`config.mk`:
```
export PLATFORM = sky130hd
export DESIGN_NAME = mac_dot_acc
export DESIGN_NICKNAME = d
export VERILOG_FILES = /design/src/rtl/mac_dot_acc.sv
export SDC_FILE = /design/constraint.sdc
export NUM_CORES = 2
export LEC_CHECK = 0
export BUFFER_PORTS_ARGS = -buffer_cell sky130_fd_sc_hd__buf_2
export CAP_MARGIN = 25
export CORE_UTILIZATION = 58
export CTS_BUF_LIST = sky130_fd_sc_hd__clkbuf_8
export DETAILED_ROUTE_END_ITERATION = 7
export PLACE_DENSITY = 0.85
export REMOVE_ABC_BUFFERS = 1
export SLEW_MARGIN = 20
export SYNTH_ARGS = -nofsm -noshare
export SYNTH_HDL_FRONTEND = slang
export SYNTH_SLANG_ARGS = --single-unit
```
`constraint.sdc`:
```
create_clock -name clk -period 43.3 [get_ports clk]
set_input_delay 8.66 -clock clk [delete_from_list [all_inputs] [get_ports clk]]
set_output_delay 8.66 -clock clk [all_outputs]
set_load 0.01 [all_outputs]
```
`src/rtl/mac_dot_acc.sv`:
```
// ============================================================================
//  Module      : mac_dot_acc
//  Description : Pipelined dot-product accumulator. Each accepted beat
//                multiplies LANES operand pairs, reduces the products
//                through a balanced adder tree and adds the tree sum into
//                an accumulator seeded with a bias:
//                  mac_out = in_c + sum(beats) sum(lanes) a*b
//                Supports INT8 (signed low byte per lane, wrap-around
//                16-bit sums) and FP16 (IEEE half, round-to-nearest-even,
//                subnormals flushed to zero).
//  Revision    : 1.0 - initial release
// ----------------------------------------------------------------------------
//  Ports
//    clk, rst          : clock, asynchronous active-high reset
//    start             : job request, accepted in IDLE only
//    mode              : 0 = INT8, 1 = FP16 (latched at start)
//    len               : job length minus one, in beats (latched at start)
//    in_c              : accumulator seed (latched at start)
//    in_valid/in_ready : operand beat handshake
//    in_a, in_b        : LANES x 16-bit operands, lane k at [16k+15:16k]
//    out_valid/out_ready : result handshake
//    mac_out           : accumulated result
//    error             : sticky FP16 multiplier overflow/underflow flag
//    busy              : high whenever the FSM is not in IDLE
//  Configuration
//    MAC_TREE_REG_EN   : when defined, a register stage sits after the
//                        adder tree (last accept to out_valid = 4 cycles);
//                        otherwise the tree feeds the accumulator adder
//                        directly (3 cycles).
// ============================================================================
`default_nettype none

module mac_dot_acc #(
  parameter int LANES = 4,
  parameter int LEN_W = 8
) (
  input  logic                clk,
  input  logic                rst,
  input  logic                start,
  input  logic                mode,
  input  logic [LEN_W-1:0]    len,
  input  logic [15:0]         in_c,
  input  logic                in_valid,
  output logic                in_ready,
  input  logic [16*LANES-1:0] in_a,
  input  logic [16*LANES-1:0] in_b,
  output logic                out_valid,
  input  logic                out_ready,
  output logic [15:0]         mac_out,
  output logic                error,
  output logic                busy
);

  localparam logic [1:0] S_IDLE  = 2'd0;
  localparam logic [1:0] S_RUN   = 2'd1;
  localparam logic [1:0] S_DRAIN = 2'd2;
  localparam logic [1:0] S_DONE  = 2'd3;

  // --------------------------------------------------------------------------
  // Arithmetic cores (non-pipelined)
  // --------------------------------------------------------------------------
  // FP16 multiply; returns {err, result}. err flags a finite product that
  // overflowed to infinity or underflowed below the smallest normal.
  function automatic logic [16:0] fp16_mul(input logic [15:0] a, input logic [15:0] b);
    logic              s;
    logic [4:0]        ea;
    logic [4:0]        eb;
    logic [21:0]       p;
    logic [10:0]       top;
    logic [11:0]       m;
    logic              g;
    logic              st;
    logic signed [7:0] e;
    logic [16:0]       r;
    s   = a[15] ^ b[15];
    ea  = a[14:10];
    eb  = b[14:10];
    p   = '0;
    top = '0;
    m   = '0;
    g   = 1'b0;
    st  = 1'b0;
    e   = '0;
    if ((ea == 5'h1f && a[9:0] != 10'h0) || (eb == 5'h1f && b[9:0] != 10'h0)) begin
      r = {1'b0, 16'h7e00};
    end else if (ea == 5'h1f || eb == 5'h1f) begin
      // inf * 0 is invalid; inf * finite is a plain infinity, not an error
      r = (ea == 5'h0 || eb == 5'h0) ? {1'b0, 16'h7e00} : {1'b0, s, 5'h1f, 10'h0};
    end else if (ea == 5'h0 || eb == 5'h0) begin
      r = {1'b0, s, 15'h0};
    end else begin
      p = {11'h0, 1'b1, a[9:0]} * {11'h0, 1'b1, b[9:0]};
      e = $signed({3'b000, ea}) + $signed({3'b000, eb}) - 8'sd15;
      if (p[21]) begin
        top = p[21:11];
        g   = p[10];
        st  = |p[9:0];
        e   = e + 8'sd1;
      end else begin
        top = p[20:10];
        g   = p[9];
        st  = |p[8:0];
      end
      m = {1'b0, top} + {11'h0, g & (st | top[0])};
      if (m[11]) begin
        m = m >> 1;
        e = e + 8'sd1;
      end
      if (e >= 8'sd31)     r = {1'b1, s, 5'h1f, 10'h0};
      else if (e <= 8'sd0) r = {1'b1, s, 15'h0};
      else                 r = {1'b0, s, e[4:0], m[9:0]};
    end
    return r;
  endfunction

  // FP16 add with 12 extra fraction bits plus a sticky bit for rounding.
  function automatic logic [15:0] fp16_add(input logic [15:0] a, input logic [15:0] b);
    logic [15:0]       x;
    logic [15:0]       y;
    logic [15:0]       r;
    logic [4:0]        ex;
    logic [4:0]        ey;
    logic [4:0]        d;
    logic [23:0]       mx;
    logic [23:0]       my;
    logic [23:0]       sh;
    logic [23:0]       sum;
    logic              lost;
    logic [10:0]       top;
    logic [11:0]       m;
    logic signed [7:0] e;
    int                lz;
    // x carries the larger magnitude
    if (a[14:0] >= b[14:0]) begin
      x = a;
      y = b;
    end else begin
      x = b;
      y = a;
    end
    ex   = x[14:10];
    ey   = y[14:10];
    d    = ex - ey;
    mx   = {1'b0, 1'b1, x[9:0], 12'h0};
    my   = {1'b0, 1'b1, y[9:0], 12'h0};
    sh   = '0;
    sum  = '0;
    lost = 1'b0;
    top  = '0;
    m    = '0;
    e    = '0;
    lz   = 0;
    if (ex == 5'h1f || ey == 5'h1f) begin
      if ((ex == 5'h1f && x[9:0] != 10'h0) || (ey == 5'h1f && y[9:0] != 10'h0))
        r = 16'h7e00;
      else if (ex == 5'h1f && ey == 5'h1f && x[15] != y[15])
        r = 16'h7e00;
      else
        r = (ex == 5'h1f) ? x : y;
    end else if (ey == 5'h0) begin
      r = (ex == 5'h0) ? {x[15] & y[15], 15'h0} : x;
    end else begin
      sh    = my >> d;
      lost  = |(my & ~(24'hffffff << d));
      sh[0] = sh[0] | lost;
      sum   = (x[15] == y[15]) ? (mx + sh) : (mx - sh);
      e     = $signed({3'b000, ex});
      if (sum == 24'h0) begin
        r = 16'h0;
      end else begin
        if (sum[23]) begin
          sum = {1'b0, sum[23:2], sum[1] | sum[0]};
          e   = e + 8'sd1;
        end else begin
          // highest set bit wins, so lz ends as the normalising shift
          for (int i = 0; i <= 22; i++) begin
            if (sum[i]) lz = 22 - i;
          end
          sum = sum << lz;
          e   = e - 8'(lz);
        end
        top = sum[22:12];
        m   = {1'b0, top} + {11'h0, sum[11] & ((|sum[10:0]) | top[0])};
        if (m[11]) begin
          m = m >> 1;
          e = e + 8'sd1;
        end
        if (e >= 8'sd31)     r = {x[15], 5'h1f, 10'h0};
        else if (e <= 8'sd0) r = {x[15], 15'h0};
        else                 r = {x[15], e[4:0], m[9:0]};
      end
    end
    return r;
  endfunction

  // Mode-selected multiplier: {err, product}. INT8 products of the
  // sign-extended low bytes are exact in 16 bits.
  function automatic logic [16:0] mul16(input logic md, input logic [15:0] a, input logic [15:0] b);
    logic [15:0] ia;
    logic [15:0] ib;
    ia = {{8{a[7]}}, a[7:0]};
    ib = {{8{b[7]}}, b[7:0]};
    return md ? fp16_mul(a, b) : {1'b0, ia * ib};
  endfunction

  function automatic logic [15:0] add16(input logic md, input logic [15:0] a, input logic [15:0] b);
    return md ? fp16_add(a, b) : (a + b);
  endfunction

  // --------------------------------------------------------------------------
  // Control state
  // --------------------------------------------------------------------------
  logic [1:0]       r_state;
  logic             r_mode;
  logic [LEN_W-1:0] r_len;
  logic [LEN_W-1:0] r_cnt;
  logic [15:0]      r_acc;
  logic             r_err;

  logic             w_accept;
  logic             w_start_ok;
  logic             w_sum_valid;
  logic [15:0]      w_sum;
  logic             w_pipe_busy;

  assign in_ready   = (r_state == S_RUN);
  assign out_valid  = (r_state == S_DONE);
  assign busy       = (r_state != S_IDLE);
  assign mac_out    = r_acc;
  assign error      = r_err;
  assign w_accept   = in_valid && (r_state == S_RUN);
  assign w_start_ok = start && (r_state == S_IDLE);

  // --------------------------------------------------------------------------
  // Stage 0: operand register. Stage 1: per-lane products.
  // --------------------------------------------------------------------------
  logic                r_v0;
  logic [16*LANES-1:0] r_opa;
  logic [16*LANES-1:0] r_opb;
  logic                r_v1;
  logic [15:0]         r_prod [LANES];
  logic [16:0]         w_mul  [LANES];
  logic                w_mul_err;
  logic [15:0]         w_tree;

  generate
    for (genvar k = 0; k < LANES; k++) begin : g_lane
      assign w_mul[k] = mul16(r_mode, r_opa[16*k +: 16], r_opb[16*k +: 16]);
    end
  endgenerate

  always_comb begin
    w_mul_err = 1'b0;
    for (int k = 0; k < LANES; k++) w_mul_err = w_mul_err | w_mul[k][16];
  end

  always_ff @(posedge clk or posedge rst) begin
    if (rst) begin
      r_v0  <= 1'b0;
      r_opa <= '0;
      r_opb <= '0;
      r_v1  <= 1'b0;
      for (int k = 0; k < LANES; k++) r_prod[k] <= '0;
    end else begin
      r_v0 <= w_accept;
      if (w_accept) begin
        r_opa <= in_a;
        r_opb <= in_b;
      end
      r_v1 <= r_v0;
      if (r_v0) begin
        for (int k = 0; k < LANES; k++) r_prod[k] <= w_mul[k][15:0];
      end
    end
  end

  // --------------------------------------------------------------------------
  // Stage 2: balanced adder tree, reduced in place level by level. Pairs
  // (2k, 2k+1) feed slot k, so lane order is preserved at every level.
  // --------------------------------------------------------------------------
  always_comb begin
    logic [15:0] t [LANES];
    for (int k = 0; k < LANES; k++) t[k] = r_prod[k];
    for (int w = LANES / 2; w >= 1; w = w / 2) begin
      for (int k = 0; k < w; k++) t[k] = add16(r_mode, t[2*k], t[2*k+1]);
    end
    w_tree = t[0];
  end

`ifdef MAC_TREE_REG_EN
  logic        r_v2;
  logic [15:0] r_tree;

  always_ff @(posedge clk or posedge rst) begin
    if (rst) begin
      r_v2   <= 1'b0;
      r_tree <= '0;
    end else begin
      r_v2 <= r_v1;
      if (r_v1) r_tree <= w_tree;
    end
  end

  assign w_sum_valid = r_v2;
  assign w_sum       = r_tree;
  assign w_pipe_busy = r_v0 | r_v1 | r_v2;
`else
  assign w_sum_valid = r_v1;
  assign w_sum       = w_tree;
  assign w_pipe_busy = r_v0 | r_v1;
`endif

  // --------------------------------------------------------------------------
  // Stage 3 accumulator and job FSM
  // --------------------------------------------------------------------------
  always_ff @(posedge clk or posedge rst) begin
    if (rst) begin
      r_state <= S_IDLE;
      r_mode  <= 1'b0;
      r_len   <= '0;
      r_cnt   <= '0;
      r_acc   <= '0;
      r_err   <= 1'b0;
    end else begin
      // The pipeline is empty whenever a start is taken, so the seed never
      // collides with an accumulate.
      if (w_start_ok)       r_acc <= in_c;
      else if (w_sum_valid) r_acc <= add16(r_mode, r_acc, w_sum);

      if (w_start_ok)                      r_err <= 1'b0;
      else if (r_v0 && r_mode && w_mul_err) r_err <= 1'b1;

      case (r_state)
        S_IDLE: begin
          if (start) begin
            r_state <= S_RUN;
            r_mode  <= mode;
            r_len   <= len;
            r_cnt   <= '0;
          end
        end
        S_RUN: begin
          if (w_accept) begin
            if (r_cnt == r_len) r_state <= S_DRAIN;
            else                r_cnt   <= r_cnt + 1'b1;
          end
        end
        S_DRAIN: begin
          if (!w_pipe_busy) r_state <= S_DONE;
        end
        S_DONE: begin
          if (out_ready) r_state <= S_IDLE;
        end
        default: r_state <= S_IDLE;
      endcase
    end
  end

endmodule

`default_nettype wire
```
==> results.txt <==
During synthesis, Yosys emitted a total of 0 warnings. Summing the areas of all compound-gate instances in the mapped netlist gives 24.11% of the synthesized area. The count of pins over their slew limit is 0, and the met1 layer usage reported by global route is 48.06%. The element type at the critical path start is a register.

Multiplexer cells account for 5.567% of the synthesized area. Reg-to-reg setup timing slack: 4.37 ns. In the routed layout, each cell is associated on average with a via count of 6.695. The first global-routing pass estimated 367.2 mm of wire.

Setup violations remaining at the end of the flow were counted as 0. The clock slew at the register clock pins of the worst setup and hold paths was 0.07 ns. Excluding fillers, the count of instances in the completed layout stands at 10432.

The placed instances occupy a cell area of 0.07076 mm^2. The highest-utilization routing layer at the global route stage was met2. The dominant cell type by count on the critical path is sky130_fd_sc_hd__nor2_1. Setup total negative slack on the finished layout was measured at 0 ns. The number of antenna violations at the first check in global routing was 1. At the pin with the least slew margin, the transition time is 1.130 ns.

No sink is reached through more buffers than the 3 on the longest clock path. The library cell used most frequently in the layout, excluding fill and tap cells, is sky130_fd_sc_hd__inv_1. The number of cell rows was 126; the sum of buffers and inverters on the critical path was 18. The number of hold buffers added after CTS was 0.

For the number of post-CTS setup repair buffers, the log shows 0. From synthesis to final layout, the design area changed by 3.706%. Post-synthesis async set-or-reset flop share: 100.0%. The floorplan step defined a die boundary enclosing 0.1205 mm^2. The number of top-level design ports is 178. OpenSTA, run right after detailed placement, puts the worst setup slack at 5.737 ns. The setup path with the least slack is of type reg -> reg. The fraction of met2 tracks used by global routing is 60.67%. TritonCTS built the clock tree.

The flip-flop and latch count after synthesis works out to 230. sky130_fd_sc_hd__fa_1 takes more of the synthesized area than any other cell. Combinational family with the most area after synthesis: adder cells. The tools report the number of instances in the synthesized netlist as 8988.

Global routing used 4.720% of the available met3 tracks. The flow ran to the end, and the final reports show no timing, DRC or antenna violations. Including well taps, the total number of placed cells is 10357. STA classifies the critical path endpoint as a register. In this run the worst path has a maximum fanout of 67. For the global-route usage over all layers, the log shows 37.38%. Among all flip-flop cells after synthesis, the most frequent one is sky130_fd_sc_hd__dfrtp_1. TritonCTS created 39 clock buffers.

The logs give 58.49% for the initial core utilization and 68157 for the number of global-route vias before repair. The critical path data arrival time is 39.49 ns, and the count of unresolved DRC violations after routing is 0. For the detailed router's first-iteration violation count, the log shows 7969. The final critical path takes up 89.91% of the cycle. The deepest level of the CTS H-tree was 2; the final worst clock skew was 0.04900 ns. The kind of cell with the highest combined delay along the critical path is simple AND/OR/NAND/NOR gates.

Setup slack on the critical path of the routed design comes to 4.371 ns. The worst slew slack as a fraction of its limit was 22.71%; the area taken by flip-flops and latches was 0.005763 mm^2. Clock tree synthesis found a total of 230 sinks. The quantity of gates resized following cts was 0. The largest single stage delay on the critical path is 0.79 ns. The library cells used most frequently in the layout, excluding fill and tap cells, are 959 x sky130_fd_sc_hd__inv_1, 760 x sky130_fd_sc_hd__nand2_1, 719 x sky130_fd_sc_hd__nor2_1. The simple-gate share of the synthesized area came out at 21.79%. The region available for standard cell placement spans 0.1181 mm^2.

The post-synthesis adder-cell area fraction was 26.93%; the final hold violation count was 0. Max-cap violations in this run came to 0. The maximum operating frequency is 0.02569 GHz, and the multi-input logic area is 0.05793 mm^2.

The clock reaches the later pin of the worst-skew pair after 0.67 ns. For the overall overflow remaining after global route, the log shows 0. Synthesis instantiated 151 different standard cells from the library. Yosys mapped a number of flops with a built-in enable equal to 0. The tools report the worst path required time as 43.86 ns. For this run, the detailed router's first-pass iteration total came to 7.

Summed over all nets, the half-perimeter wirelength after detailed placement is 184.5 mm. The average wire length per cell after detail routing was 22.17 um; the cell area after technology mapping was 0.06907 mm^2. The area share of the largest cell type after synthesis was 15.42%; the die span in x was 347.1 um.

The count of nets left with antenna violations once routing finished came out at 0. The wire length after detailed routing is 231.3 mm. The worst hold path belongs to the class reg -> reg. CTS placed an instance of sky130_fd_sc_hd__clkbuf_8 at the clock tree root. The height of the chip works out to 347.1 um. The run gives 10263 as the number of inserted filler cells in the final layout. The pin count of the biggest net entering global routing is 103. The master of the slowest instance on the critical path is sky130_fd_sc_hd__o311ai_2. The routed layout has 69839 vias. Yosys attributes the largest share of cell area to sky130_fd_sc_hd__fa_1 15%, sky130_fd_sc_hd__ha_1 11%, sky130_fd_sc_hd__dfrtp_1 8.3%, sky130_fd_sc_hd__inv_1 5.2%, sky130_fd_sc_hd__a21oi_1 4.2%. The sequential-to-total area share from yosys stat is 8.333%, and the global placer's final weighted congestion is 1.031.

The average instance area after synthesis is 7.685 um^2, and the parity-gate share of the synthesized area counting xor and xnor cells is 5.384%. Once layout is done, the placed cells without fillers occupy 0.07163 mm^2. Setup repair after global routing left no endpoint under its margin. The quantity of I/O buffers inserted on ports came out at 177. The clock period could shrink to 38.93 ns. In the final layout, the share of cells above drive strength 1 is 8.218%. In the final design database the tool counted 10188 nets.
-- worst register-to-register path: cells and delay by family, from the launching register on --
family	cells	cell delay (ns)
and+or+nand+nor	82	14.25
AOI/OAI and AO/OA	55	10.97
adders and majority gates	16	6.21
xor gates and xnor gates	2	0.36
buffers and inverters	18	3.52
muxes	9	3.10
DFF	1	0.45
-- sequential cells by signal (all words and copies together), names as in the netlist --
signal and flops:
r_v1 1, r_cnt 8, r_state 2, r_opb 64
r_len 8, error 1, r_mode 1, r_opa 64
mac_out 16, r_prod 64, r_v0 1
-- metal layers --
layer	routed length, um	vias to the layer above
met5	0	-
li1	-	31614
met3	20560	987
met1	90170	33228
met4	15130	0
met2	105500	4010
-- path summary, 6_finish.rpt --
path / start / endpoint / cells after the start
worst max-delay path: r_prod[44]$_DFFE_PP0P_ / mac_out[5]$_DFFE_PP0P_ / 182
worst min-delay path: r_len[2]$_DFFE_PP0P_ / r_len[2]$_DFFE_PP0P_ / 2
worst max register to register: r_prod[44]$_DFFE_PP0P_ / mac_out[5]$_DFFE_PP0P_ / 182
worst min register to register: r_len[2]$_DFFE_PP0P_ / r_len[2]$_DFFE_PP0P_ / 2
max in group asynchronous: rst / r_mode$_DFFE_PP0P_ / 3
min in group asynchronous: rst / r_opb[8]$_DFFE_PP0P_ / 2
-- metrics by stage --
stage | util, % | hold WS (ns)
CTS | 60.64 | 0.5020
finish | 60.66 | 0.5001
global placement | 59.92 | 0.4834
floorplan | - | 0.4665
global route | 60.66 | 0.5309
detailed placement | 59.93 | 0.4861
-- area by class of cell --
class	instances	area share, %
diodes	1	0.003494
well taps	1536	2.683
clock inverters	26	0.2935
repair buffers	261	2.110
multi-input cells	7360	80.87
flip-flops and latches	230	8.046
clock buffers	46	0.8839
inverters	972	5.111
-- kinds of logic (layout without fill, tap and decap cells) --
group           count (synthesis)  count (layout)
simple gates                 3001            3001
compound gates               2429            2429
buf+inv                      1398            1305
fa+ha+maj                    1168            1168
xor+xnor                      422             422
mux                           340             340
flops                         230             230
other cells                     0               1
-- synthesized netlist by cell type (52+ instances only) --
master / number
sky130_fd_sc_hd__inv_1: 949
sky130_fd_sc_hd__mux2_2: 161
sky130_fd_sc_hd__a21o_1: 101
sky130_fd_sc_hd__and2_1: 342
sky130_fd_sc_hd__nand4_1: 71
sky130_fd_sc_hd__o21a_1: 76
sky130_fd_sc_hd__o31ai_1: 62
sky130_fd_sc_hd__nor4_1: 78
sky130_fd_sc_hd__nand2b_1: 123
sky130_fd_sc_hd__xor2_1: 140
sky130_fd_sc_hd__nor2_1: 719
sky130_fd_sc_hd__dfrtp_1: 230
sky130_fd_sc_hd__o22ai_1: 80
sky130_fd_sc_hd__fa_1: 532
sky130_fd_sc_hd__or3_1: 71
sky130_fd_sc_hd__nor2b_1: 72
sky130_fd_sc_hd__nor3_1: 212
sky130_fd_sc_hd__ha_1: 634
sky130_fd_sc_hd__nand2_1: 760
sky130_fd_sc_hd__mux2i_1: 151
sky130_fd_sc_hd__a21oi_1: 581
sky130_fd_sc_hd__nand3_1: 227
sky130_fd_sc_hd__and3_1: 91
sky130_fd_sc_hd__a22oi_1: 52
sky130_fd_sc_hd__xnor2_1: 279
sky130_fd_sc_hd__a31oi_1: 118
sky130_fd_sc_hd__a211oi_1: 92
sky130_fd_sc_hd__o21ai_0: 425
sky130_fd_sc_hd__o21bai_1: 101
sky130_fd_sc_hd__o211ai_1: 106
sky130_fd_sc_hd__clkbuf_1: 300
sky130_fd_sc_hd__buf_2: 57
Power is left out: the tool's default activity adds up to more than one toggle a clock period on the data nets, which glitch-free logic cannot reach.
